===== config.mk =====
export PLATFORM = sky130hd
export DESIGN_NAME = inst_fetch_buffer
export DESIGN_NICKNAME = d
export VERILOG_FILES = /design/src/rtl/inst_fetch_buffer.sv
export SDC_FILE = /design/constraint.sdc
export NUM_CORES = 1
export LEC_CHECK = 0
export ABC_AREA = 1
export BUFFER_PORTS_ARGS = -buffer_cell sky130_fd_sc_hd__buf_2
export CAP_MARGIN = 10
export CORE_MARGIN = 5
export CORE_UTILIZATION = 25
export DETAILED_ROUTE_END_ITERATION = 10
export SYNTH_ARGS = -nofsm -noshare
export SYNTH_HDL_FRONTEND = slang
export SYNTH_SLANG_ARGS = --single-unit

===== constraint.sdc =====
create_clock -name clk -period 7.9 [get_ports clk]
set_input_delay 0.395 -clock clk [delete_from_list [all_inputs] [get_ports clk]]
set_output_delay 0.395 -clock clk [all_outputs]
set_load 0.02 [all_outputs]

===== src/rtl/inst_fetch_buffer.sv =====
// Instruction-fetch front end: owns the PC, drives the combinational instruction
// ROM and queues fetched words with their PCs in a small prefetch FIFO that feeds
// decode over a valid/ready handshake. A branch redirect flushes the queue and
// reloads the PC from the target.
module inst_fetch_buffer #(
    parameter int          DEPTH    = 4,
    parameter logic [31:0] RESET_PC = 32'h0000_0000
) (
    input  logic                       clk,
    input  logic                       rst,
    output logic                       rom_ce_o,
    output logic [31:0]                rom_addr_o,
    input  logic [31:0]                rom_data_i,
    input  logic                       branch_flag_i,
    input  logic [31:0]                branch_target_addr_i,
    output logic                       inst_valid_o,
    output logic [31:0]                inst_o,
    output logic [31:0]                inst_pc_o,
    input  logic                       id_ready_i,
    output logic [$clog2(DEPTH):0]     fifo_count_o
);

    localparam int PTR_W = $clog2(DEPTH);
    localparam int CNT_W = PTR_W + 1;
    localparam logic [CNT_W-1:0] DEPTH_C = CNT_W'(DEPTH);

    logic [31:0]      pc;
    logic [PTR_W-1:0] rd_ptr;
    logic [PTR_W-1:0] wr_ptr;
    logic [CNT_W-1:0] count;
    logic [31:0]      mem_inst [DEPTH];
    logic [31:0]      mem_pc   [DEPTH];
    logic             push;
    logic             pop;
    logic             not_empty;

    // A fetch is only issued against the registered count, so a pop in the
    // same cycle cannot free a slot early; a redirect suppresses both sides.
    assign not_empty    = (count != '0);
    assign push         = rst & ~branch_flag_i & (count < DEPTH_C);
    assign pop          = not_empty & id_ready_i & ~branch_flag_i;

    assign rom_ce_o     = push;
    assign rom_addr_o   = pc;
    assign inst_valid_o = not_empty;
    assign fifo_count_o = count;

    // Head entry is gated by valid so stale storage never reaches decode.
    always_comb begin
        inst_o    = 32'h0;
        inst_pc_o = 32'h0;
        if (not_empty) begin
            inst_o    = mem_inst[rd_ptr];
            inst_pc_o = mem_pc[rd_ptr];
        end
    end

    // PC advances by one word per fetch and is reloaded (word aligned) on redirect.
    always_ff @(posedge clk or negedge rst) begin
        if (!rst) begin
            pc <= RESET_PC;
        end else if (branch_flag_i) begin
            pc <= {branch_target_addr_i[31:2], 2'b00};
        end else if (push) begin
            pc <= pc + 32'd4;
        end
    end

    // Pointers wrap naturally; count is kept separately to tell full from empty.
    always_ff @(posedge clk or negedge rst) begin
        if (!rst) begin
            rd_ptr <= '0;
            wr_ptr <= '0;
            count  <= '0;
        end else if (branch_flag_i) begin
            rd_ptr <= '0;
            wr_ptr <= '0;
            count  <= '0;
        end else begin
            if (push) begin
                wr_ptr <= wr_ptr + PTR_W'(1);
            end
            if (pop) begin
                rd_ptr <= rd_ptr + PTR_W'(1);
            end
            case ({push, pop})
                2'b10:   count <= count + CNT_W'(1);
                2'b01:   count <= count - CNT_W'(1);
                default: count <= count;
            endcase
        end
    end

    // Storage needs no reset because every read is qualified by the count.
    always_ff @(posedge clk) begin
        if (push) begin
            mem_inst[wr_ptr] <= rom_data_i;
            mem_pc[wr_ptr]   <= pc;
        end
    end

endmodule


Word level (Yosys, flattened, before mapping)
Memories as Yosys holds them, arrays and structs flattened.
Index checks and enable logic that the tools add are counted.

cells by class
  $add $sub $neg = 5
  magnitude comparators = 1
  equal/unequal tests = 2
  muxes and demuxes = 12
  bitwise operators = 5
  reduce and logical (&&, ||, !) cells = 4

operators with widths
  cell                                                                   number
  32-bit 2-to-1 mux                                                      4
  32-bit by 3-bit adder with 32-bit output, second input constant        1
  2-bit 2-to-1 mux                                                       4
  3-bit case mux with 2 select lines                                     1
  3-bit nonzero test                                                     2
  2-bit by 1-bit adder with 2-bit output, second input constant          2
  1-bit bitwise AND                                                      4
  2-bit nonzero test                                                     2
  3-bit by 1-bit adder with 3-bit output, second input constant          1
  3-bit less-than comparator, second input constant                      1
  3-bit 2-to-1 mux                                                       1
  3-bit by 1-bit subtractor with 3-bit output, second input constant     1
  2-bit by 1-bit equality test with 1-bit output, second input constant  1
  2-bit equality test, second input constant                             1
  1-bit 2-to-1 mux                                                       2
  1-bit NOT                                                              1

word-level totals
  bits in registers = 39
  memory bits (writable) = 256
  input bits = 68
  memories = 2

memory list
  memory    words  bits a word  rd ports  clocked after Yosys merged registers in  write ports  line  text
  mem_inst  4      32           1         0                                        1            31    logic [31:0] mem_inst [DEPTH];
  mem_pc    4      32           1         0                                        1            32    logic [31:0] mem_pc [DEPTH];

Depth between registers and ports, before layout
  depth in word-level cells = 6
  mapped depth = 10

Worst setup path before layout
OpenSTA, ideal clock, no wires.

  path type = flip-flop to flip-flop
  from = register count[2] (netlist: fifo_count_o[2])
  to = memory mem_inst[0][0], enable pin
  library setup time = 482 ps
  arrival = 3659 ps
  setup slack = 3759 ps
  cell stages (with the launch flop) = 7
  path buffers = 1
  period minus slack after synthesis = 4141 ps
  cell sequence = dfrtp_1 > inv_2 > nand2_2 > nor2_4 > inv_2 > buf_2 > nor2_1

between the ends
  cells in the longest elaborated chain, start to end = 4

RTL lines
  what                                    line  text
  start, declared                         30    logic [CNT_W-1:0] count;
  start signal, assigned                  87    2'b10: count <= count + CNT_W'(1);
  start signal, assigned                  88    2'b01: count <= count - CNT_W'(1);
  start signal, assigned                  89    default: count <= count;
  3-bit less-than comparator              40    assign push = rst & ~branch_flag_i & (count < DEPTH_C);
  1-bit bitwise AND                       40
  1-bit 2-to-1 mux                        96    if (push) begin
  1-bit 2-to-1 mux (implied by the code)  97    mem_inst[wr_ptr] <= rom_data_i;
  end, declared                           31

No other way between the ends.

Final worst setup path
  from = register rd_ptr[0]
  to = output port inst_pc_o[20]

between the ends
  cells in the longest elaborated chain, start to end = 2

RTL lines
  what                    line  text
  start, declared         28    logic [PTR_W-1:0] rd_ptr;
  start signal, assigned  84    rd_ptr <= rd_ptr + PTR_W'(1);
  memory 4 x 32 bit       n/a
  32-bit 2-to-1 mux       52    if (not_empty) begin
  end, declared           18    output logic [31:0] inst_pc_o,

No other way between the ends.

==> out/results.md <==
| Item | This run |
| --- | --- |
| CTS Root Cell | sky130_fd_sc_hd__clkbuf_16 |
| Instance count along the most critical hold path | 3 |
| Number of fillers in the final layout | 4970 |
| Proportion of register bits with asynchronous set or reset after synthesis | 0.130 |
| Die outline height | 231 um |
| Share of Yosys cell area claimed by the top area cell type | 0.609 |
| Clk_lat worst skew | 0.52 ns |
| Total track usage | 0.124 |
| Peak clock frequency supported by timing | 274 MHz |
| Width of the die | 231 um |
| Reg2reg path depth | 6 |
| Power per unit of standard cell area | 350 mW/mm^2 |
| Average routed wire per standard cell | 17.3 um |
| Vias | 8690 |
| Tightest hold margin | 0.0880 ns |
| TritonCTS clock tree | built |
| Number of remaining DRC errors | 0 |
| Unrepaired setup endpoints after global routing | no |
| Highest ir drop seen on vdd | 0.220 mV |
| Count of maximum capacitance violations | 0 |
| CTS Buffer Depth | 3 |
| Tightest Pin Transition | 1.08 ns |
| Leading cell type by number of instances after synthesis | sky130_fd_sc_hd__nor2_1 |
| Final weighted congestion in routability-driven placement | 0.865 |
| CP arrival | 3.26 ns |
| Area of the core | 0.0486 mm^2 |
| Biggest area contributors in the synthesized netlist | sky130_fd_sc_hd__edfxtp_1, sky130_fd_sc_hd__nor2_1, sky130_fd_sc_hd__dfrtp_1 |
| Synth warn | 0 |
| Aggregate routed wire length | 33.5 mm |
| Critical path endpoint category | output pin |
| Number of sinks handled by clock tree synthesis | 285 |
| Register clock-pin slew on the reported worst setup and hold paths | 0.06 ns |
| Iteration-0 DRC Markers | 462 |
| Flip-flop and latch count after synthesis | 285 |
| Global-route wire length before repair | 51.4 mm |
| Final hold violations | 0 |
| Leading post-synthesis cells by instance count | sky130_fd_sc_hd__nor2_1, sky130_fd_sc_hd__edfxtp_1, sky130_fd_sc_hd__o21ai_0 |
| Cells after DPL | 1868 |
| Layout cell share with drive strength beyond 1 | 0.200 |
| Final Instance Count excl. Fillers | 1933 |
| Number of routed nets with antenna violations | 0 |
| Post-CTS Resized | 0 |
| Synthesis-to-finish area growth | 21.9% |
| Die Outline Area | 0.0534 mm^2 |
| Sum of overflow across all layers after global routing | 0 |
| Max-Slew Margin vs Limit | 0.279 |
| Largest area contributor in the netlist | sky130_fd_sc_hd__edfxtp_1 |
| Run status | completed |
| Max Clock Skew | 0.0136 ns |
| NumNets Final | 1358 |
| Most used flip-flop cell after synthesis | sky130_fd_sc_hd__edfxtp_1 |
| Count of H-tree levels built during CTS | 2 |
| Number of global-route vias before repair | 8627 |
| Synthesized netlist cell count | 1128 |
| Critical path required time | 7.51 ns |
| Clock period minus worst slack | 3.65 ns |
| Total I/O pin count | 169 |
| Initial Util | 0.251 |
| Leakage power total | 5.56 nW |
| Total standard cell area after synthesis | 0.0122 mm^2 |
| Placement row count | 81 |
| Detailed placement HPWL | 20.5 mm |
| Antenna violations before repair | 1 |
| Mean area per synthesized cell | 10.8 um^2 |
| Worst hold path type | primary input to flop |
| First-pass iteration count of the detailed router | 5 |
| Maximum number of pins on one net before global-route repair | 87 |
| Fin Setup TNS | 0 ns |
| Post-detailed-route via-to-cell ratio | 4.50 |
| Number of flops mapped to enable cells by yosys | 248 |
| Final setup viols | 0 |
| Final cycle utilization of the critical path | 0.462 |
| Fin. max-slew vios | 0 |
| Category of the worst setup path launch point | flop |
| Number of I/O port buffers | 162 |
| Final Power | 5.21 mW |
| Max FO, Critical Path | 86 |
| Sequential area share after synthesis | 0.685 |
| Synth unique cells | 38 |
| Inserted Clock Buffers | 35 |
| Critical path start-end classification | flop to output pin |
per-layer routing:
metal / track usage / vias up / routed length, um
li1: - / 4185 / -
met3: 0.0315 / 59 / 2250
met4: 0.0405 / 2 / 966
met5: 0 / - / 13
met2: 0.195 / 268 / 15200
met1: 0.169 / 4176 / 15100
state kept, by name (all words and copies together), names as in the netlist:
register	cells
wr_ptr	2
fifo_count_o	3
mem_pc	120
rom_addr_o	30
mem_inst	128
rd_ptr	2
metrics by stage:
stage	utilization	setup WS [ns]	area, um^2
after global placement	0.280	4.46	13600
after floorplan	-	3.76	12200
after detailed placement	0.280	4.39	13600
after CTS	0.306	4.17	14900
after global routing	0.306	3.90	14900
final	0.306	4.25	14900
placed cells by master, fill, tap and decap left out, drive strengths merged:
cell	netlist	routed
a21oi	68	68
clkinv	1	12
nand4	6	6
nand3b	2	2
diode	0	1
nor2	311	311
inv	48	50
o21ai	142	142
a22o	3	3
bufinv	0	7
clkinvlp	0	2
xor2	8	8
nand2	137	137
buf	34	174
dfrtp	37	37
a21boi	1	1
xnor2	2	2
fa	1	1
o311ai	1	1
a31oi	1	1
nand3	34	34
ha	5	5
o211ai	2	2
nor3	3	3
a22oi	1	1
nor3b	1	1
edfxtp	248	248
o21bai	5	5
conb	1	4
dlygate4sd3	0	1
clkbuf	25	41
worst paths after layout:
path / startpoint / end / slack [ns]
max in group asynchronous: rst / rd_ptr[0] / 6.99
min in group asynchronous: rst / rom_addr_o[27] / 0.48
max: rd_ptr[0] / inst_pc_o[20] / 4.25
max reg2reg: fifo_count_o[2] / mem_inst[1][19] / 5.00
min: branch_target_addr_i[17] / rom_addr_o[17] / 0.09
min reg2reg: wr_ptr[0] / wr_ptr[0] / 0.54
layout make-up:
type | instances | area, um^2 | share of cell area
multi-input cells | 738 | 3400 | 0.228
repair buffers | 175 | 911 | 0.0611
flip-flops and latches | 285 | 8380 | 0.562
clock buffers | 41 | 961 | 0.0645
well taps | 622 | 778 | 0.0522
clock inverters | 22 | 294 | 0.0197
diodes | 1 | 2.50 | 0.000168
inverters | 49 | 185 | 0.0124
cells by family (layout without fill, tap and decap cells):
group / count (synthesis) / after routing / share of synthesized area
AND/OR/NAND/NOR: 494 / 494 / 0.165
AO/OA/AOI/OAI: 224 / 224 / 0.0949
buffers and inverters: 108 / 287 / 0.0407
flip-flops: 285 / 285 / 0.685
XOR/XNOR: 10 / 10 / 0.00716
other: 1 / 5 / 0.000307
adder cells (fa/ha/maj): 6 / 6 / 0.00675
power by group:
group / internal, mW / switching, mW / leakage [nW] / total [mW]
sequential: 1.81 / 0.152 / 2.71 / 1.96
combinational: 0.416 / 1.11 / 2.25 / 1.53
clock: 1.10 / 0.620 / 0.610 / 1.72
critical path, stage by stage (launching register included):
cell                       delay [ns]
sky130_fd_sc_hd__dfrtp_4         0.71
sky130_fd_sc_hd__clkinv_2        0.46
sky130_fd_sc_hd__buf_4           0.72
sky130_fd_sc_hd__o21ai_0         0.22
sky130_fd_sc_hd__a21oi_1         0.33
sky130_fd_sc_hd__buf_2           0.23
timing repair:
item,CTS,global route
endpoints found under the setup margin,0,0
hold buffers,1,0
setup buffers,0,0
hold endpoints to repair,37,0
Power figures use the tool's default switching activity.
